### src/rtl/unshift_decode_unit.sv
// Iterative inverse-shift decoder with priority-encoder consistency check.
// Optional macro UNSHIFT_FAST_EN replaces the bit-serial shift with a single-cycle barrel inverse.
module unshift_decode_unit #(
    parameter  int WIDTH = 8,
    localparam int SHW   = $clog2(WIDTH)
) (
    input  logic             clk,
    input  logic             rst,
    input  logic             in_valid,
    output logic             in_ready,
    input  logic [WIDTH-1:0] in_data,
    input  logic [SHW-1:0]   in_shamt,
    input  logic [1:0]       in_mode,
    input  logic [SHW-1:0]   in_pe_idx,
    input  logic             in_pe_valid,
    output logic             out_valid,
    input  logic             out_ready,
    output logic [WIDTH-1:0] out_data,
    output logic [WIDTH-1:0] out_onehot,
    output logic             out_lossy,
    output logic             out_pe_mismatch,
    output logic             busy
);

    // state | meaning
    // IDLE  | waiting for an input transaction
    // SHIFT | applying the inverse shift, one position per edge
    // DONE  | result presented, waiting for out_ready
    localparam logic [1:0] S_IDLE  = 2'd0;
    localparam logic [1:0] S_SHIFT = 2'd1;
    localparam logic [1:0] S_DONE  = 2'd2;

    // Inverse op codes; numerically equal to the forward mode they undo.
    localparam logic [1:0] OP_LSR  = 2'b00;
    localparam logic [1:0] OP_LSL  = 2'b01;
    localparam logic [1:0] OP_ROTR = 2'b10;
    localparam logic [1:0] OP_ROTL = 2'b11;

    logic [1:0]       r_state;
    logic [WIDTH-1:0] r_work;
    logic [SHW-1:0]   r_cnt;
    logic [1:0]       r_op;
    logic [WIDTH-1:0] r_onehot;
    logic             r_lossy;
    logic             r_mismatch;

    logic [WIDTH-1:0] w_onehot;
    logic [SHW-1:0]   w_msb;
    logic             w_nonzero;
    logic             w_mismatch;
    logic             w_lossy;

    function automatic logic [WIDTH-1:0] f_step(input logic [WIDTH-1:0] d, input logic [1:0] op);
        logic [WIDTH-1:0] r;
        case (op)
            OP_LSR:  r = d >> 1;
            OP_LSL:  r = d << 1;
            OP_ROTR: r = {d[0], d[WIDTH-1:1]};
            default: r = {d[WIDTH-2:0], d[WIDTH-1]};
        endcase
        return r;
    endfunction

`ifdef UNSHIFT_FAST_EN
    function automatic logic [WIDTH-1:0] f_barrel(input logic [WIDTH-1:0] d,
                                                   input logic [SHW-1:0] n,
                                                   input logic [1:0] op);
        logic [WIDTH-1:0] r;
        r = d;
        for (int i = 0; i < WIDTH; i++) begin
            if (i < int'(n)) r = f_step(r, op);
        end
        return r;
    endfunction
`endif

    always_comb begin
        w_msb = '0;
        for (int i = 0; i < WIDTH; i++) begin
            if (in_data[i]) w_msb = SHW'(i);
        end
    end

    assign w_nonzero  = |in_data;
    assign w_onehot   = in_pe_valid ? (WIDTH'(1) << in_pe_idx) : '0;
    assign w_lossy    = ~in_mode[1] && (in_shamt != '0);
    assign w_mismatch = (in_pe_valid != w_nonzero) || (in_pe_valid && (in_pe_idx != w_msb));

    always_ff @(posedge clk or posedge rst) begin
        if (rst) begin
            r_state    <= S_IDLE;
            r_work     <= '0;
            r_cnt      <= '0;
            r_op       <= OP_LSR;
            r_onehot   <= '0;
            r_lossy    <= 1'b0;
            r_mismatch <= 1'b0;
        end else begin
            case (r_state)
                S_IDLE: begin
                    if (in_valid) begin
`ifdef UNSHIFT_FAST_EN
                        // Barrel result lands now; cnt=1 holds SHIFT for a fixed 2-edge latency.
                        r_work <= f_barrel(in_data, in_shamt, in_mode);
                        r_cnt  <= SHW'(1);
`else
                        r_work <= in_data;
                        r_cnt  <= in_shamt;
`endif
                        r_op       <= in_mode;
                        r_onehot   <= w_onehot;
                        r_lossy    <= w_lossy;
                        r_mismatch <= w_mismatch;
                        r_state    <= S_SHIFT;
                    end
                end
                S_SHIFT: begin
                    if (r_cnt != '0) begin
`ifndef UNSHIFT_FAST_EN
                        r_work <= f_step(r_work, r_op);
`endif
                        r_cnt  <= r_cnt - SHW'(1);
                    end else begin
                        r_state <= S_DONE;
                    end
                end
                S_DONE: begin
                    if (out_ready) r_state <= S_IDLE;
                end
                default: r_state <= S_IDLE;
            endcase
        end
    end

    assign in_ready        = (r_state == S_IDLE);
    assign busy            = (r_state != S_IDLE);
    assign out_valid       = (r_state == S_DONE);
    assign out_data        = r_work;
    assign out_onehot      = r_onehot;
    assign out_lossy       = r_lossy;
    assign out_pe_mismatch = r_mismatch;

endmodule

### config.mk
export PLATFORM = sky130hd
export DESIGN_NAME = unshift_decode_unit
export DESIGN_NICKNAME = d
export VERILOG_FILES = /design/src/rtl/unshift_decode_unit.sv
export SDC_FILE = /design/constraint.sdc
export NUM_CORES = 1
export LEC_CHECK = 0
export CORE_MARGIN = 2
export CORE_UTILIZATION = 45
export DETAILED_ROUTE_END_ITERATION = 8
export GPL_TIMING_DRIVEN = 0
export PLACE_DENSITY = 0.77
export SLEW_MARGIN = 20
export SYNTH_ARGS = -nofsm -noshare
export SYNTH_HDL_FRONTEND = slang
export SYNTH_SLANG_ARGS = --single-unit
### constraint.sdc
create_clock -name clk -period 4.8 [get_ports clk]
set_clock_uncertainty 0.15 [all_clocks]
set_input_delay 0.96 -clock clk [delete_from_list [all_inputs] [get_ports clk]]
set_output_delay 0.96 -clock clk [all_outputs]
set_load 0.1 [all_outputs]
==> flow_metrics.tcl, run 1 <==
set metrics [dict create \
    antenna_found_initial 0 \
    wl_mm 3.30 \
    hold_start "out_onehot[5]" \
    min_path_type "flop to flop" \
    r2r-start "r_state[1]" \
    worst_pin_slew_ps 979 \
    numCtsBuffers 3 \
    utilization_pct 65.6 \
    rsz0062_at_grt "false" \
    cts_max_level 1 \
    synth.distinct_cells 31 \
    synth_area_leaders "dfrtp_1 46%, nand2_1 6.3%, a21oi_1 5.9%, o31ai_1 5.0%, mux2i_1 4.4%" \
    n_fill_cell 250 \
    criticalPathCategory "flop to output pin" \
    numClockSinks 25 \
    synth_largest_area_cell "dfrtp_1" \
    crit_path_end_kind "output pin" \
    yosysWarnings 0 \
    period_minus_slack_ps 3210 \
    drtAntennaViolNets 0 \
    synth-seq-cells 25 \
    gp_congestion 0.772 \
    syn_area_mm2 0.00136 \
    ctsResizeCount 0 \
    max-slew-margin-rel_pct 34.5 \
    crit_family "buffers and inverters" \
    ys_top_cells_by_count "25 x dfrtp_1, 23 x nand2_1, 16 x a21oi_1" \
    grt_pass1_wl_mm 5.52 \
    fmax_mhz 312 \
    rows 19 \
    synth_top_area_share_pct 45.9 \
    nNetsFinal 217 \
    syn_avg_cell_area_um2 9.21 \
    synth-async-reset-ratio_pct 100 \
    grt_max_degree 26 \
    clockBufferDepth 2 \
    grt_use_total_pct 20.8 \
    wl_per_cell_um 14.7 \
    synth_edf_count 0 \
    dieHeight_um 59.0 \
    start_kind "flop" \
    vias_per_cell 5.63 \
    clockRootBuffer "clkbuf_4" \
    status "completed" \
    die_w_um 59.0 \
    top_level_ports 42 \
    synthesis.nets 171 \
    area_growth_syn_to_layout_pct 35.0 \
    setup_viol 0 \
    drv_cap 0 \
    cts.reportedPaths.clkPinSlew_ps 140 \
    hold_viol 0 \
    cts_tree "built" \
    vias 1261 \
    die-area_mm2 0.00348 \
    port_buffers 41 \
    fin_cells 224 \
    arrival_ps 2100 \
    ys_seq_area_share_pct 45.9 \
    yosys_most_used_dff "dfrtp_1" \
    core_area_mm2 0.00281 \
    crit_required_ps 3690 \
    dr.pass1.iters 4 \
    grt_pass1_vias 1214 \
    post-route-drc-count 0 \
    cp_slowest_cell "clkdlybuf4s50_1" \
    yosysMostFrequentCell "dfrtp_1" \
    syn_inst 148 \
    crit_fanout 5 \
    post_cts_buffers 0 \
    place_hpwl_mm 2.55 \
    drtIter0Drc 60 \
    globalRouteOverflowTotal 0 \
    place_inst 220 \
    final_layout_size_suffix_gt1_share_pct 6.22 \
    clock_latency_ps 320 \
    slowest_delay_ps 1160 \
    insertedDiodeCount 0 \
    fin_crit_sh_pct 66.8 \
    tns_ps 0 \
    start_util_pct 48.6 \
    finalMaxSlewViolations 0 \
    path_cells "nor2b_1, clkdlybuf4s50_1" \
    cts-hold-fix-buffers 0 \
    startpoint "r_state[1]" \
    worst-path-buf-inv 1 \
]
worst reg2reg max path, delay by kind of cell, from the launching register on:
family / cells / cell delay (ps)
AOI/OAI and AO/OA: 2 / 230
buffers and inverters: 2 / 410
DFF: 1 / 440
and+or+nand+nor: 2 / 540
flip-flops by register name, summed over array words and instances (netlist names):
register	flops
out_lossy	1
r_cnt	3
out_onehot	8
r_state	2
out_pe_mismatch	1
r_op	2
out_data	8
path summary, 6_finish.rpt:
path	to	depth (start not counted)	slack (ps)
setup / recovery	out_valid	2	1590
hold / removal	out_onehot[5]	2	350
setup reg to reg	out_data[0]	6	2910
hold reg to reg	out_onehot[5]	2	350
max in group asynchronous	out_onehot[2]	2	2940
min in group asynchronous	out_onehot[5]	2	990
logic make-up (layout without fill, tap and decap cells):
group                      count (synthesis)  count (layout)  synth area share, %
muxes                                      8               8                 6.06
DFF                                       25              25                 45.9
AOI/OAI and AO/OA                         44              44                 21.1
xor gates and xnor gates                   2               2                 1.29
adders and majority gates                  2               2                 1.84
buffers and inverters                     18              63                 6.06
and+or+nand+nor                           49              49                 17.7
cell usage in the layout, fill, tap and decap left out:
cell	n
buf_6	2
a22o_1	1
mux2_1	2
o21a_1	1
a21oi_2	1
or3b_1	1
clkdlybuf4s50_1	41
nand3_1	1
a2111oi_4	1
nor3_2	1
nor2_1	12
o21ai_1	10
dfrtp_1	25
nand2_1	23
a211oi_1	1
nor2b_1	2
a21oi_1	16
nand2b_1	5
clkbuf_4	3
o211ai_1	1
o31ai_1	9
inv_1	9
xor2_1	1
mux2i_1	6
clkbuf_1	6
clkinv_2	1
nor4_4	1
ha_1	2
xnor2_1	1
o21ai_0	1
or4_4	1
o41ai_1	2
inv_2	1
nor3_1	2
per-layer routing:
metal / GRT usage (%) / vias to the layer above / part of all wire (%)
met4: 8.44 / 0 / 0.73
met5: 0 / - / 0
met2: 32.4 / 47 / 50
li1: - / 608 / -
met3: 3.49 / 4 / 5.0
met1: 28.8 / 602 / 44
final cells by class:
type / instances / area [um^2] / area share, %
plain buffers: 8 / 45.0 / 2.45
clock buffers: 3 / 22.5 / 1.22
clock inverters: 1 / 5.00 / 0.272
inverters: 10 / 37.5 / 2.04
multi-input cells: 105 / 654 / 35.6
flip-flops and latches: 25 / 626 / 34.0
well taps: 31 / 38.8 / 2.11
repair buffers: 41 / 410 / 22.3
through the flow:
stage               hold WS [ps]  worst slack (ps)  instance area (um^2)
detailed placement           324              1840                  1810
global route                 384              1510                  1840
global placement             309              1900                  1810
CTS                          355              1580                  1840
finish                       349              1590                  1840
floorplan                    306              1080                  1360
Power of run 1 is not shown: default switching activity piles up to over one toggle a cycle in this logic, so the estimate is an artifact.
==> run 2: changes to the inputs <==
Settings changed: CORE_UTILIZATION 45 to 41, PLACE_DENSITY 0.77 to 0.74.
Clock period 4.8 ns to 2.65 ns, I/O delays scaled along.
==> flow_metrics.tcl, run 2 (synthesized netlist as in run 1, its figures left out) <==
set metrics [dict create \
    grt-busiest-layer "met2" \
    arrival_ps 1900 \
    period_minus_slack_ps 2580 \
    grt_pass1_vias 1153 \
    port_buffers 41 \
    insertedDiodeCount 0 \
    post-route-drc-count 0 \
    crit_path_end_kind "output pin" \
    final_layout_size_suffix_gt1_share_pct 6.74 \
    drtIter0Drc 60 \
    vias_per_cell 5.24 \
    ff2ff_path_depth 6 \
    min_path_type "flop to flop" \
    globalRouteOverflowTotal 0 \
    post-place-ws_ps 164 \
    numClockSinks 25 \
    grtUsageMet1_pct 24.3 \
    cts_max_level 1 \
    r2r_end "out_data[7]" \
    wl_mm 3.25 \
    clock_latency_ps 330 \
    antenna_found_initial 0 \
    crit_fanout 4 \
    grtUsageMet2_pct 32.2 \
    start_util_pct 43.9 \
    die-area_mm2 0.00380 \
    groute.layer.met3.usage_pct 1.26 \
    grt_pass1_wl_mm 5.24 \
    hold-path-endpoint "out_onehot[5]" \
    hold_viol 0 \
    clockRootBuffer "clkbuf_4" \
    nNetsFinal 217 \
    status "completed" \
    dieHeight_um 61.7 \
    tns_ps 0 \
    drv_cap 0 \
    grt_use_total_pct 18.6 \
    slowest_delay_ps 1150 \
    rsz0062_at_grt "false" \
    path_cells "clkdlybuf4s50_1" \
    rows 20 \
    hold_start "out_onehot[5]" \
    timing.hold.ws_ps 348 \
    cp_slowest_cell "clkdlybuf4s50_1" \
    die_w_um 61.7 \
    numCtsBuffers 3 \
    cts_tree "built" \
    finalMaxSlewViolations 0 \
    dr.pass1.iters 4 \
    area_growth_syn_to_layout_pct 37.7 \
    setup_viol 0 \
    wl_per_cell_um 13.7 \
    grt_max_degree 26 \
    max-slew-margin-rel_pct 34.8 \
    criticalPathCategory "flop to output pin" \
    top_level_ports 42 \
    worst-path-buf-inv 1 \
    fmax_mhz 387 \
    start_kind "flop" \
    crit_required_ps 1970 \
    mostFrequentLayoutCells "30 x clkdlybuf4s50_1, 25 x dfrtp_1, 23 x nand2_1" \
    vias 1243 \
    place_hpwl_mm 2.52 \
    worst_pin_slew_ps 977 \
    layout_commonest_cell "clkdlybuf4s50_1" \
    fin_ws_ps 67.3 \
    post_cts_buffers 0 \
    crit_family "buffers and inverters" \
    core_area_mm2 0.00310 \
    clockBufferDepth 2 \
    whs_path_depth 2 \
    gp_congestion 0.777 \
    drtAntennaViolNets 0 \
    rrSetupSlack_ps 740 \
    cts.reportedPaths.clkPinSlew_ps 160 \
    fin_crit_sh_pct 97.5 \
    r2r-start "r_state[1]" \
]
-- run 2: area by class of cell --
type | count | area (um^2)
plain buffers | 8 | 45.0
clock buffers | 3 | 22.5
clock inverters | 1 | 7.51
fillers | 297 | 1230
inverters | 10 | 37.5
multi-input cells | 105 | 657
flip-flops and latches | 25 | 626
well taps | 44 | 55.1
repair buffers | 41 | 427
-- run 2: metal layers --
layer	wire length, um	vias up
li1	-	604
met1	1420	594
met2	1610	40
met3	167	5
met4	58	0
met5	0	-
-- run 2: per-stage QoR --
step / instances / util [%] / cell area (um^2)
global placement: 233 / 59.0 / 1830
detailed placement: 233 / 59.0 / 1830
global route: 237 / 60.5 / 1880
finish: 237 / 60.5 / 1880
CTS: 237 / 59.8 / 1860
floorplan: 148 / - / 1370
-- run 2: worst max-delay path by stage --
stage	startpoint	end	slack (ps)	cells past startpoint
floorplan	r_state[1]	busy	30	2
finish	out_data[3]	out_data[3]	70	1
detailed placement	in_data[6]	out_pe_mismatch	160	6
CTS	out_pe_mismatch	out_pe_mismatch	10	1
global placement	in_data[6]	out_pe_mismatch	190	6
global route	out_data[3]	out_data[3]	3	1
-- run 2: repair_timing --
item / CTS / global route
setup endpoints to repair: 3 / 8
gates resized for setup: 3 / 8
hold buffers: 0 / 0
Power of run 2 is left out for the same reason.
==> run 3: changes to the inputs <==
Settings changed: RECOVER_POWER from default to 50.
==> flow_metrics.tcl, run 3 (synthesized netlist as in run 1, its figures left out) <==
set metrics [dict create \
    crit_required_ps 1970 \
    clockBufferDepth 2 \
    cts_tree "built" \
    die-area_mm2 0.00380 \
    place_inst 233 \
    fin_crit_sh_pct 97.5 \
    place_hpwl_mm 2.52 \
    antenna_found_initial 0 \
    drv_cap 0 \
    dr.pass1.iters 4 \
    mostFrequentLayoutCells "28 x clkdlybuf4s50_1, 25 x dfrtp_1, 23 x nand2_1" \
    post_cts_buffers 0 \
    core_area_mm2 0.00310 \
    whs_path_depth 2 \
    numCtsBuffers 3 \
    globalRouteOverflowTotal 0 \
    fin_cells 237 \
    clock_latency_ps 330 \
    max-slew-margin-rel_pct 34.8 \
    finalInstanceArea_mm2 0.00187 \
    grtUsageMet1_pct 24.3 \
    vias 1237 \
    gp_congestion 0.777 \
    crit_fanout 4 \
    dieHeight_um 61.7 \
    crit_family "buffers and inverters" \
    rsz0062_at_grt "false" \
    status "completed" \
    clockRootBuffer "clkbuf_4" \
    setup_viol 0 \
    utilization_pct 60.2 \
    grt_max_degree 26 \
    tns_ps 0 \
    worst_pin_slew_ps 977 \
    crit_path_end_kind "output pin" \
    post-route-drc-count 0 \
    start_util_pct 43.9 \
    arrival_ps 1900 \
    groute.layer.met3.usage_pct 1.26 \
    min_path_type "flop to flop" \
    criticalPathCategory "flop to output pin" \
    cts-hold-fix-buffers 0 \
    port_buffers 41 \
    grt_pass1_wl_mm 5.24 \
    area_growth_syn_to_layout_pct 37.2 \
    top_level_ports 42 \
    ff2ff_path_depth 6 \
    grt_use_total_pct 18.6 \
    path_cells "clkdlybuf4s50_1" \
    wl_mm 3.26 \
    grtUsageMet2_pct 32.2 \
    grt-busiest-layer "met2" \
    worst-path-buf-inv 1 \
    cts_max_level 1 \
    insertedDiodeCount 0 \
    final_layout_size_suffix_gt1_share_pct 6.22 \
    n_fill_cell 299 \
    drtIter0Drc 60 \
    wl_per_cell_um 13.7 \
    die_w_um 61.7 \
    grt_pass1_vias 1153 \
    cp_slowest_cell "clkdlybuf4s50_1" \
    slowest_delay_ps 1150 \
    numClockSinks 25 \
    start_kind "flop" \
    rows 20 \
    nNetsFinal 217 \
    finalMaxSlewViolations 0 \
    path_depth 1 \
    fmax_mhz 387 \
    hold_viol 0 \
    cts.reportedPaths.clkPinSlew_ps 160 \
    drtAntennaViolNets 0 \
    period_minus_slack_ps 2580 \
    layout_commonest_cell "clkdlybuf4s50_1" \
    postPlaceCellArea_mm2 0.00183 \
    vias_per_cell 5.22 \
]
run 3: cell count changes in the layout (fill, tap and decap cells not counted), sizes merged:
| cell | before | now |
|---|---|---|
| clkdlybuf4s50 | 30 | 28 |
| buf | 2 | 1 |
| clkbuf | 9 | 10 |
| dlygate4sd3 | 0 | 2 |
run 3: metal layers:
metal | part of all wire [%] | wire length, um
met1 | 44 | 1430
met2 | 49 | 1590
met3 | 5.3 | 173
met4 | 1.8 | 58
met5 | 0 | 0
run 3: worst register-to-register path, cell delays in order (launching register included):
cell	delay, ps
dfrtp_1	450
or3b_1	380
clkbuf_1	210
o21a_1	230
clkbuf_1	270
nand2_1	120
o21ai_1	70
run 3: final cells by class:
class | instances | area, um^2 | area share, %
Inverter | 10 | 37.5 | 2.01
Sequential cell | 25 | 626 | 33.5
Tap cell | 44 | 55.1 | 2.95
Clock inverter | 1 | 7.51 | 0.402
Buffer | 8 | 37.5 | 2.01
Timing Repair Buffer | 41 | 427 | 22.8
Clock buffer | 3 | 22.5 | 1.20
Multi-Input combinational cell | 105 | 657 | 35.1
run 3: stage by stage:
stage          worst slack [ps]  hold slack (ps)
2_1_floorplan              27.1              306
3_3_place_gp                192              313
3_5_place_dp                164              319
4_1_cts                    13.2              350
5_1_grt                    3.08              390
6_report                   65.4              348
run 3: what timing repair did:
action / 4_1_cts / 5_1_grt
gates resized for setup: 3 / 8
pin swaps: 0 / 0
setup endpoints to repair: 3 / 8
run 3: worst paths after layout:
kind / from / endpoint / slack (ps)
worst max-delay path: out_data[3] / out_data[3] / 70
worst max register to register: r_state[1] / out_data[7] / 660
worst min-delay path: out_onehot[5] / out_onehot[5] / 350
worst min register to register: out_onehot[5] / out_onehot[5] / 350
max in group asynchronous: rst / out_onehot[3] / 1090
min in group asynchronous: rst / r_state[0] / 670
Power of run 3 is left out for the same reason.
